$ cat src/rtl/plab4_net_router_output_ctrl_arbiter_notp_if.sv
// rtl/plab4_net_router_output_ctrl_arbiter_notp_if.sv - request/grant bundle between input controls and one output arbiter
//
// Purpose: groups the per-domain request vectors, the downstream ready and
//          every arbiter result into one bundle.
// Signals:
//   reqs_d0, reqs_d1 : 3-bit request vectors, bit i = input i wants this output
//   out_rdy          : downstream can take a flit this cycle
//   grants_d0/_d1    : one-hot grant per domain, or 0
//   grants           : OR of both domain grants
//   sel              : crossbar select, 0..2 = winning input, 3 = idle
//   cur_domain       : domain of the current winner (0 when idle)
//   out_val          : a flit is forwarded this cycle
// Modports: master = requester/downstream side, slave = arbiter side.

interface plab4_net_router_output_ctrl_arbiter_notp_if;
    logic [2:0] reqs_d0;
    logic [2:0] reqs_d1;
    logic       out_rdy;
    logic [2:0] grants_d0;
    logic [2:0] grants_d1;
    logic [2:0] grants;
    logic [1:0] sel;
    logic       cur_domain;
    logic       out_val;

    modport master (
        output reqs_d0, reqs_d1, out_rdy,
        input  grants_d0, grants_d1, grants, sel, cur_domain, out_val
    );

    modport slave (
        input  reqs_d0, reqs_d1, out_rdy,
        output grants_d0, grants_d1, grants, sel, cur_domain, out_val
    );
endinterface

$ cat src/rtl/plab4_net_router_output_ctrl_arbiter_notp.sv
// rtl/plab4_net_router_output_ctrl_arbiter_notp.sv - two-domain output-port arbiter with D0 priority and D1 anti-starvation
//
// Purpose: picks one domain and one input per cycle for a router output port.
//          D0 has strict priority unless D1 has been waiting through
//          p_max_streak consecutive D0 transfers; within a domain the winner
//          is chosen round-robin. The grant path is purely combinational.
// Ports:
//   clk   : clock, all state updates on posedge
//   reset : synchronous, active-high
//   arb   : slave side of the request/grant bundle (see the _if file)

module plab4_net_router_output_ctrl_arbiter_notp #(
    parameter int p_num_reqs   = 3,
    parameter int p_max_streak = 4
) (
    input  logic clk,
    input  logic reset,
    plab4_net_router_output_ctrl_arbiter_notp_if.slave arb
);

    // A limit of 0 disables the streak logic; keep the counter at least 1 bit wide.
    localparam int c_streak_nbits = (p_max_streak > 0) ? $clog2(p_max_streak + 1) : 1;
    localparam logic [c_streak_nbits-1:0] c_max_streak = c_streak_nbits'(p_max_streak);
    localparam logic [p_num_reqs-1:0]     c_ptr_reset  = p_num_reqs'(1);

    logic [p_num_reqs-1:0]     rr_d0_q, rr_d0_d;
    logic [p_num_reqs-1:0]     rr_d1_q, rr_d1_d;
    logic [c_streak_nbits-1:0] streak_q, streak_d;

    logic                  any_d0, any_d1;
    logic                  force_d1;
    logic                  pick_d0, pick_d1;
    logic                  qual;
    logic [p_num_reqs-1:0] win_d0, win_d1;
    logic [p_num_reqs-1:0] grants_d0, grants_d1, grants;

    // First requesting bit at or after the one-hot pointer, wrapping 2 -> 0.
    function automatic logic [p_num_reqs-1:0] rr_pick(
        input logic [p_num_reqs-1:0] reqs,
        input logic [p_num_reqs-1:0] ptr
    );
        logic [p_num_reqs-1:0] win;
        win = '0;
        case (ptr)
            3'b010:  win = reqs[1] ? 3'b010 : reqs[2] ? 3'b100 : reqs[0] ? 3'b001 : 3'b000;
            3'b100:  win = reqs[2] ? 3'b100 : reqs[0] ? 3'b001 : reqs[1] ? 3'b010 : 3'b000;
            default: win = reqs[0] ? 3'b001 : reqs[1] ? 3'b010 : reqs[2] ? 3'b100 : 3'b000;
        endcase
        return win;
    endfunction

    always_comb begin
        any_d0   = |arb.reqs_d0;
        any_d1   = |arb.reqs_d1;
        // D1 is forced only once the streak has hit the limit and D1 still waits.
        force_d1 = (p_max_streak != 0) && (streak_q == c_max_streak) && any_d1;
        pick_d0  = any_d0 && !force_d1;
        pick_d1  = any_d1 && !pick_d0;

        win_d0 = rr_pick(arb.reqs_d0, rr_d0_q);
        win_d1 = rr_pick(arb.reqs_d1, rr_d1_q);

        // Grants are suppressed while stalled or in reset, but the domain
        // choice is still reported through cur_domain.
        qual      = arb.out_rdy && !reset;
        grants_d0 = (pick_d0 && qual) ? win_d0 : '0;
        grants_d1 = (pick_d1 && qual) ? win_d1 : '0;
        grants    = grants_d0 | grants_d1;
    end

    always_comb begin
        arb.grants_d0  = grants_d0;
        arb.grants_d1  = grants_d1;
        arb.grants     = grants;
        arb.out_val    = |grants;
        arb.cur_domain = pick_d1;
        case (grants)
            3'b001:  arb.sel = 2'd0;
            3'b010:  arb.sel = 2'd1;
            3'b100:  arb.sel = 2'd2;
            default: arb.sel = 2'd3;
        endcase
    end

    always_comb begin
        rr_d0_d  = rr_d0_q;
        rr_d1_d  = rr_d1_q;
        streak_d = streak_q;

        // The winner's neighbour becomes the highest priority next time.
        if (|grants_d0) begin
            rr_d0_d = {grants_d0[p_num_reqs-2:0], grants_d0[p_num_reqs-1]};
        end
        if (|grants_d1) begin
            rr_d1_d = {grants_d1[p_num_reqs-2:0], grants_d1[p_num_reqs-1]};
        end

        // The streak only measures D0 transfers that happen while D1 waits.
        if ((|grants_d1) || !any_d1) begin
            streak_d = '0;
        end else if ((|grants_d0) && (streak_q != c_max_streak)) begin
            streak_d = streak_q + c_streak_nbits'(1);
        end
    end

    always_ff @(posedge clk) begin
        if (reset) begin
            rr_d0_q  <= c_ptr_reset;
            rr_d1_q  <= c_ptr_reset;
            streak_q <= '0;
        end else begin
            rr_d0_q  <= rr_d0_d;
            rr_d1_q  <= rr_d1_d;
            streak_q <= streak_d;
        end
    end

endmodule

$ cat src/flat_wrapper.sv
// flat-port wrapper written by rule: the top's interface ports become plain ports
module plab4_net_router_output_ctrl_arbiter_notp_flat 
#(
    parameter int p_num_reqs   = 3,
    parameter int p_max_streak = 4
)
  (clk, reset, arb_reqs_d0, arb_reqs_d1, arb_out_rdy, arb_grants_d0, arb_grants_d1, arb_grants, arb_sel, arb_cur_domain, arb_out_val);
  plab4_net_router_output_ctrl_arbiter_notp_if arb_i ();
  input  logic clk;
  input  logic reset;
  input wire logic [$bits(arb_i.reqs_d0)-1:0] arb_reqs_d0;
  input wire logic [$bits(arb_i.reqs_d1)-1:0] arb_reqs_d1;
  input wire logic [$bits(arb_i.out_rdy)-1:0] arb_out_rdy;
  output wire logic [$bits(arb_i.grants_d0)-1:0] arb_grants_d0;
  output wire logic [$bits(arb_i.grants_d1)-1:0] arb_grants_d1;
  output wire logic [$bits(arb_i.grants)-1:0] arb_grants;
  output wire logic [$bits(arb_i.sel)-1:0] arb_sel;
  output wire logic [$bits(arb_i.cur_domain)-1:0] arb_cur_domain;
  output wire logic [$bits(arb_i.out_val)-1:0] arb_out_val;
  assign arb_i.reqs_d0 = arb_reqs_d0;
  assign arb_i.reqs_d1 = arb_reqs_d1;
  assign arb_i.out_rdy = arb_out_rdy;
  assign arb_grants_d0 = arb_i.grants_d0;
  assign arb_grants_d1 = arb_i.grants_d1;
  assign arb_grants = arb_i.grants;
  assign arb_sel = arb_i.sel;
  assign arb_cur_domain = arb_i.cur_domain;
  assign arb_out_val = arb_i.out_val;
  plab4_net_router_output_ctrl_arbiter_notp #(.p_num_reqs(p_num_reqs), .p_max_streak(p_max_streak)) u_core (.clk(clk), .reset(reset), .arb(arb_i));
endmodule
$ cat config.mk
export PLATFORM = sky130hd
export DESIGN_NAME = plab4_net_router_output_ctrl_arbiter_notp_flat
export DESIGN_NICKNAME = d
export VERILOG_FILES = /design/src/rtl/plab4_net_router_output_ctrl_arbiter_notp_if.sv /design/src/rtl/plab4_net_router_output_ctrl_arbiter_notp.sv /design/src/flat_wrapper.sv
export SDC_FILE = /design/constraint.sdc
export NUM_CORES = 1
export LEC_CHECK = 0
export BUFFER_PORTS_ARGS = -buffer_cell sky130_fd_sc_hd__buf_2
export CAP_MARGIN = 20
export CORE_MARGIN = 2
export CORE_UTILIZATION = 44
export CTS_CLUSTER_DIAMETER = 80
export CTS_CLUSTER_SIZE = 16
export DETAILED_ROUTE_END_ITERATION = 8
export PLACE_DENSITY = 0.8
export SYNTH_ARGS = -nofsm -noshare
export SYNTH_HDL_FRONTEND = slang
export SYNTH_SLANG_ARGS = --single-unit
$ cat constraint.sdc
create_clock -name clk -period 1.8 [get_ports clk]
set_clock_uncertainty 0.05 [all_clocks]
set_input_delay 0.18 -clock clk [delete_from_list [all_inputs] [get_ports clk]]
set_output_delay 0.18 -clock clk [all_outputs]
set_load 0.03 [all_outputs]
### Word level (Yosys, flattened, before mapping)

Index checks and enable logic that the tools add are counted.

* bitwise operators: 1
* add/subtract/negate cells: 1
* reduce and logical (&&, ||, !) cells: 18
* equality and inequality tests: 9
* muxes and demuxes: 23

Operators with widths (number)
* 2-to-1 mux 3 bit: 16
* OR reduction 3 bit: 5
* equality test 3 bit, second input constant: 4
* one-hot mux 3 bit (2 select lines): 2
* equality test 3 x 2 -> 1 bit, second input constant: 3
* logical AND 1 bit: 7
* one-hot mux 2 bit (3 select lines): 1
* zero test 1 bit: 4
* 2-to-1 mux 2 bit: 2
* adder 3 x 1 -> 3 bit, second input constant: 1
* equality test 3 x 1 -> 1 bit, second input constant: 1
* != test 3 bit, second input constant: 1
* bitwise OR 3 bit: 1
* 2-to-1 mux 1 bit: 2
* OR reduction 2 bit: 1
* logical OR 1 bit: 1

* flip-flop bits (word level): 9
* word-level logic and storage cells: 55
* input port bits: 9
* output and inout port bits: 13

### Depth between registers and ports, before layout

* word-level depth: 11
* depth in mapped cells: 8
* gate-level depth less buffers: 8

### Least setup slack after synthesis

OpenSTA, ideal clock, no wires.

* kind: register -> output
* start: reg u_core.streak_q[0]
* end: out arb_out_val
* stages on the path, launching flop included: 8
* buffers on the path: 0
* data required time: 1.570 ns
* path slack: -0.658 ns
* data arrival time: 2.228 ns
* path through: dfxtp_1 > inv_1 > ha_1 > and2_2 > o221ai_2 > o22ai_1 > nor3_2 > nand2_1

* longest elaborated chain between the ends: 10
* elaborated cells on any way between the ends: 12
* those cells by class: 1 x eq/ne; 2 x mux; 1 x bitwise; 8 x reduce/logical

RTL lines
* from (decl): line plab4_net_router_output_ctrl_arbiter_notp.sv:28 `logic [c_streak_nbits-1:0] streak_q, streak_d;`
* from (signal assigned): line plab4_net_router_output_ctrl_arbiter_notp.sv:114 `streak_q <= streak_d;`
* equality test 3 bit *: line plab4_net_router_output_ctrl_arbiter_notp.sv:56 `force_d1 = (p_max_streak != 0) && (streak_q == c_max_streak) && any_d1;`
* logical AND 1 bit *: line plab4_net_router_output_ctrl_arbiter_notp.sv:56
* zero test 1 bit *: line plab4_net_router_output_ctrl_arbiter_notp.sv:57 `pick_d0 = any_d0 && !force_d1;`
* logical AND 1 bit *: line plab4_net_router_output_ctrl_arbiter_notp.sv:57
* zero test 1 bit: line plab4_net_router_output_ctrl_arbiter_notp.sv:58 `pick_d1 = any_d1 && !pick_d0;`
* logical AND 1 bit: line plab4_net_router_output_ctrl_arbiter_notp.sv:58
* logical AND 1 bit: line plab4_net_router_output_ctrl_arbiter_notp.sv:67 `grants_d1 = (pick_d1 && qual) ? win_d1 : '0;`
* 2-to-1 mux 3 bit: line plab4_net_router_output_ctrl_arbiter_notp.sv:67
* bitwise OR 3 bit *: line plab4_net_router_output_ctrl_arbiter_notp.sv:68 `grants = grants_d0 | grants_d1;`
* named net arb_grants[0]: line flat_wrapper.sv:16 `output wire logic [$bits(arb_i.grants)-1:0] arb_grants;`
* OR reduction 3 bit *: line plab4_net_router_output_ctrl_arbiter_notp.sv:75 `arb.out_val = |grants;`
* to (decl): line flat_wrapper.sv:19 `output wire logic [$bits(arb_i.out_val)-1:0] arb_out_val;`

The timed path passes the listed nets; every way through them passes the cells marked *.

### Final worst setup path

* start: reg u_core.streak_q[0]
* end: out arb_out_val

* longest elaborated chain between the ends: 10
* elaborated cells on any way between the ends: 12
* those cells by class: 1 x eq/ne; 2 x mux; 1 x bitwise; 8 x reduce/logical

RTL lines (line)
* equality test 3 bit *: plab4_net_router_output_ctrl_arbiter_notp.sv:56
* logical AND 1 bit *: plab4_net_router_output_ctrl_arbiter_notp.sv:56
* zero test 1 bit *: plab4_net_router_output_ctrl_arbiter_notp.sv:57
* logical AND 1 bit *: plab4_net_router_output_ctrl_arbiter_notp.sv:57
* zero test 1 bit: plab4_net_router_output_ctrl_arbiter_notp.sv:58
* logical AND 1 bit: plab4_net_router_output_ctrl_arbiter_notp.sv:58
* logical AND 1 bit: plab4_net_router_output_ctrl_arbiter_notp.sv:67
* 2-to-1 mux 3 bit: plab4_net_router_output_ctrl_arbiter_notp.sv:67
* bitwise OR 3 bit *: plab4_net_router_output_ctrl_arbiter_notp.sv:68
* OR reduction 3 bit *: plab4_net_router_output_ctrl_arbiter_notp.sv:75

Mark *: on every way between the ends. The rest lies on a longest branch, timed or not.

==> results.md <==
* Hold Fails Final Rpt at 0
* Leakage power at 0.547 nW
* PD cells at 443 nW/um2
* Fin crit share at 1.19
* Critical path class: reg -> out
* Clk Latency, worst-skew pair at 0.27 ns
* Ports at 22
* Cell area after layout at 1300 um2
* Crit-path max FO at 6
* Final setup vio count at 12
* Clock slew at reported path FFs at 0.08 ns
* Via count at 1020
* Clock buffer depth at 2
* RePlAce Congestion at 0.842
* Global route overflow at 0
* Leading area contributor after synthesis: dfxtp_1
* Max-slew violations at 0
* Hold_sp: reset
* Number of global-route vias before repair at 927
* Synth cell types at 35
* Top-area cell type share of the netlist area at 0.254
* Share of layout cells above drive strength 1 at 0.648
* Final-layout fill cell count at 80
* Post-route ant nets at 0
* R2r endpoint: u_core.rr_d1_q[0]
* FP Rows at 14
* Mapped Area at 708 um2
* Seq pwr share at 0.371
* Worst min path class: in -> reg
* Psw at 0.000204 W
* Worst endpoint data arrival time at 1.91 ns
* Final min period at 2.14 ns
* Reg-to-Reg Start: u_core.streak_q[0]
* Fin worst setup slack at -0.335 ns
* Cells taking the most area after synthesis: dfxtp_1 (25%), nor2_1 (6.4%), nand2_1 (5.3%)
* Multi-input gate area at 659 um2
* Seq/Total Area, Yosys at 0.254
* GRT Util Overall at 0.305
* Routed WL at 3170 um
* Critical Path Start Type: flop
* TritonCTS clock tree: done
* Die area at 1950 um2
* Clock network power share at 0.305
* Ys Warns at 0
* Syn Area/Cell at 7.70 um2
* Fmax at 0.468 GHz
* Global-route wire length before repair at 4210 um
* Initial antenna violation count at 0
* Failing checks: setup timing
* Final nets at 154
* Slew @ Worst Pin at 0.392 ns
* ANT cells at 0
* Worst hold endpoint: u_core.rr_d0_q[2]
* Synthesis-to-finish area growth at 83.9%
* Internal power at 0.000372 W
* Initial drt markers at 25
* CTS sink count at 9
* Post-synthesis instance total at 92
* Fin util at 0.865
* Switching fraction of total power at 0.354
* Synth Register Bits at 9
* Reg-to-reg setup timing slack at -0.12 ns
* Crit. End Element: primary output
* Placed cell areas at 990 um2
* Die width at 44.1 um
* Drt wl/cell at 20.1 um
* Comb power frac at 0.323
* Num CTS Buffers at 3
* Die H at 44.1 um
* Setup TNS at -2.37 ns
* Total power at 0.000577 W
* RSZ-0062 raised after global routing: yes
* Buffers on Ports at 21
* Post-synthesis net count at 103
* First drt pass iteration count at 5
* Peak supply drop at 0.350 mV
* Largest net degree at the start of global routing at 8
* Storage cell area at 189 um2
* Post-DR vias/cell at 6.46
* Max-Slew Margin vs Limit at 0.737
* Max-Cap Viols at 0
* Clock H-tree levels at 1
* Hold_buf cts at 0
* WHS Path Cells at 3
* Worst R2R Path Depth at 9
* Status: finished with violations
* Initial core utilization at 0.470
* Root buffer cell: clkbuf_4
* Core area at 1510 um2
* Dpl hpwl at 1540 um
* DRC at 0
* Req. time, crit path at 1.57 ns
* Worst slack, placed at -0.0547 ns
==> layout by cell type, fill, tap and decap left out, types with 2 or more instances in the layout <==
master / n
clkbuf_4: 3
buf_2: 10
nand2b_1: 2
a311o_1: 2
or2_1: 2
or2_4: 2
a21oi_1: 6
buf_4: 26
nand2_2: 2
o311ai_2: 3
inv_2: 6
dfxtp_2: 7
o21ai_0: 4
nor3_4: 2
nor2b_4: 2
nand3b_1: 2
nand2_1: 7
dfxtp_1: 2
nor2_1: 11
inv_1: 2
buf_6: 11
==> how the worst max path moves through the flow <==
stage | from | end | slack [ns] | depth (start not counted)
5_1_grt | u_core.streak_q[0] | arb_sel[1] | -0.37 | 8
4_1_cts | u_core.streak_q[1] | arb_out_val | -0.26 | 9
6_report | u_core.streak_q[0] | arb_out_val | -0.34 | 9
3_5_place_dp | u_core.rr_d0_q[2] | arb_out_val | -0.05 | 7
2_1_floorplan | u_core.streak_q[0] | arb_out_val | -0.12 | 8
3_3_place_gp | u_core.rr_d0_q[2] | arb_out_val | -0.02 | 7
==> layer usage <==
| layer | vias up | wire, um | global-route usage |
|---|---|---|---|
| met3 | 34 | 246 | 0.0571 |
| met5 | - | 0 | 0 |
| li1 | 432 | - | - |
| met1 | 476 | 1050 | 0.315 |
| met2 | 78 | 1610 | 0.547 |
| met4 | 0 | 261 | 0.218 |
==> worst max-delay path: stages (launching register included) <==
cell,delay (ns)
dfxtp_2,0.33
inv_2,0.07
ha_4,0.14
nand2_2,0.07
o211ai_4,0.26
or2_1,0.20
inv_2,0.08
nor3_4,0.27
nand2_4,0.07
buf_6,0.14
==> power by group through the flow <==
stage / logic (W) / clock network (W) / registers, W
finish: 0.000187 / 0.000176 / 0.000214
global route: 0.000195 / 0.000180 / 0.000214
CTS: 0.000159 / 0.000174 / 0.000212
detailed placement: 0.000137 / 0 / 0.000216
global placement: 0.000133 / 0 / 0.000216
floorplan: 0.0000834 / 0 / 0.000216
==> cell families after synthesis <==
logic type,synth area share
AND/OR/NAND/NOR,0.390
flip-flops,0.254
AO/OA/AOI/OAI,0.253
adder cells (fa/ha/maj),0.0353
buffers and inverters,0.0548
XOR/XNOR,0.0124
==> area by class of cell <==
| cell class | instances | area share |
|---|---|---|
| multi-input cells | 73 | 0.506 |
| repair buffers | 47 | 0.283 |
| flip-flops and latches | 9 | 0.145 |
| inverters | 9 | 0.0298 |
| clock buffers | 4 | 0.0202 |
| well taps | 16 | 0.0154 |
==> timing repair <==
action,4_1_cts,5_1_grt
setup endpoints to repair,12,13
pin swaps,9,10
setup buffers,8,7
gates resized for setup,39,14
==> flip-flops by register name, summed over array words and instances, names as in the netlist <==
name,count
u_core.streak_q,3
u_core.rr_d0_q,3
u_core.rr_d1_q,3
==> synth_stat cells <==
| cell type | instances |
|---|---|
| a311o_1 | 2 |
| nor2_1 | 12 |
| or3_1 | 1 |
| or2_2 | 1 |
| nand2b_1 | 2 |
| o21ai_1 | 1 |
| nand2_1 | 10 |
| or3_4 | 1 |
| ha_1 | 2 |
| nor4b_1 | 1 |
| a211oi_1 | 1 |
| inv_2 | 2 |
| o221ai_2 | 1 |
| nand3b_1 | 2 |
| and2_2 | 1 |
| xnor2_1 | 1 |
| buf_2 | 1 |
| a21oi_1 | 6 |
| nor2b_1 | 2 |
| o211ai_2 | 1 |
| dfxtp_1 | 9 |
| or2_1 | 3 |
| nand4bb_1 | 2 |
| nor3_2 | 2 |
| inv_1 | 7 |
| o21ai_0 | 5 |
| nor2b_4 | 1 |
| a31oi_1 | 1 |
| o31ai_1 | 1 |
| o2111ai_1 | 1 |
| o22ai_1 | 1 |
| o311ai_1 | 3 |
| a41oi_1 | 1 |
| nor3_4 | 1 |
| nor3b_1 | 3 |
==> through the flow <==
step	hold WS, ns	instances
floorplan	0.357	92
global placement	0.430	140
detailed placement	0.445	140
CTS	0.216	152
global route	0.223	158
finish	0.227	158
(Power assumes the default switching activity.)
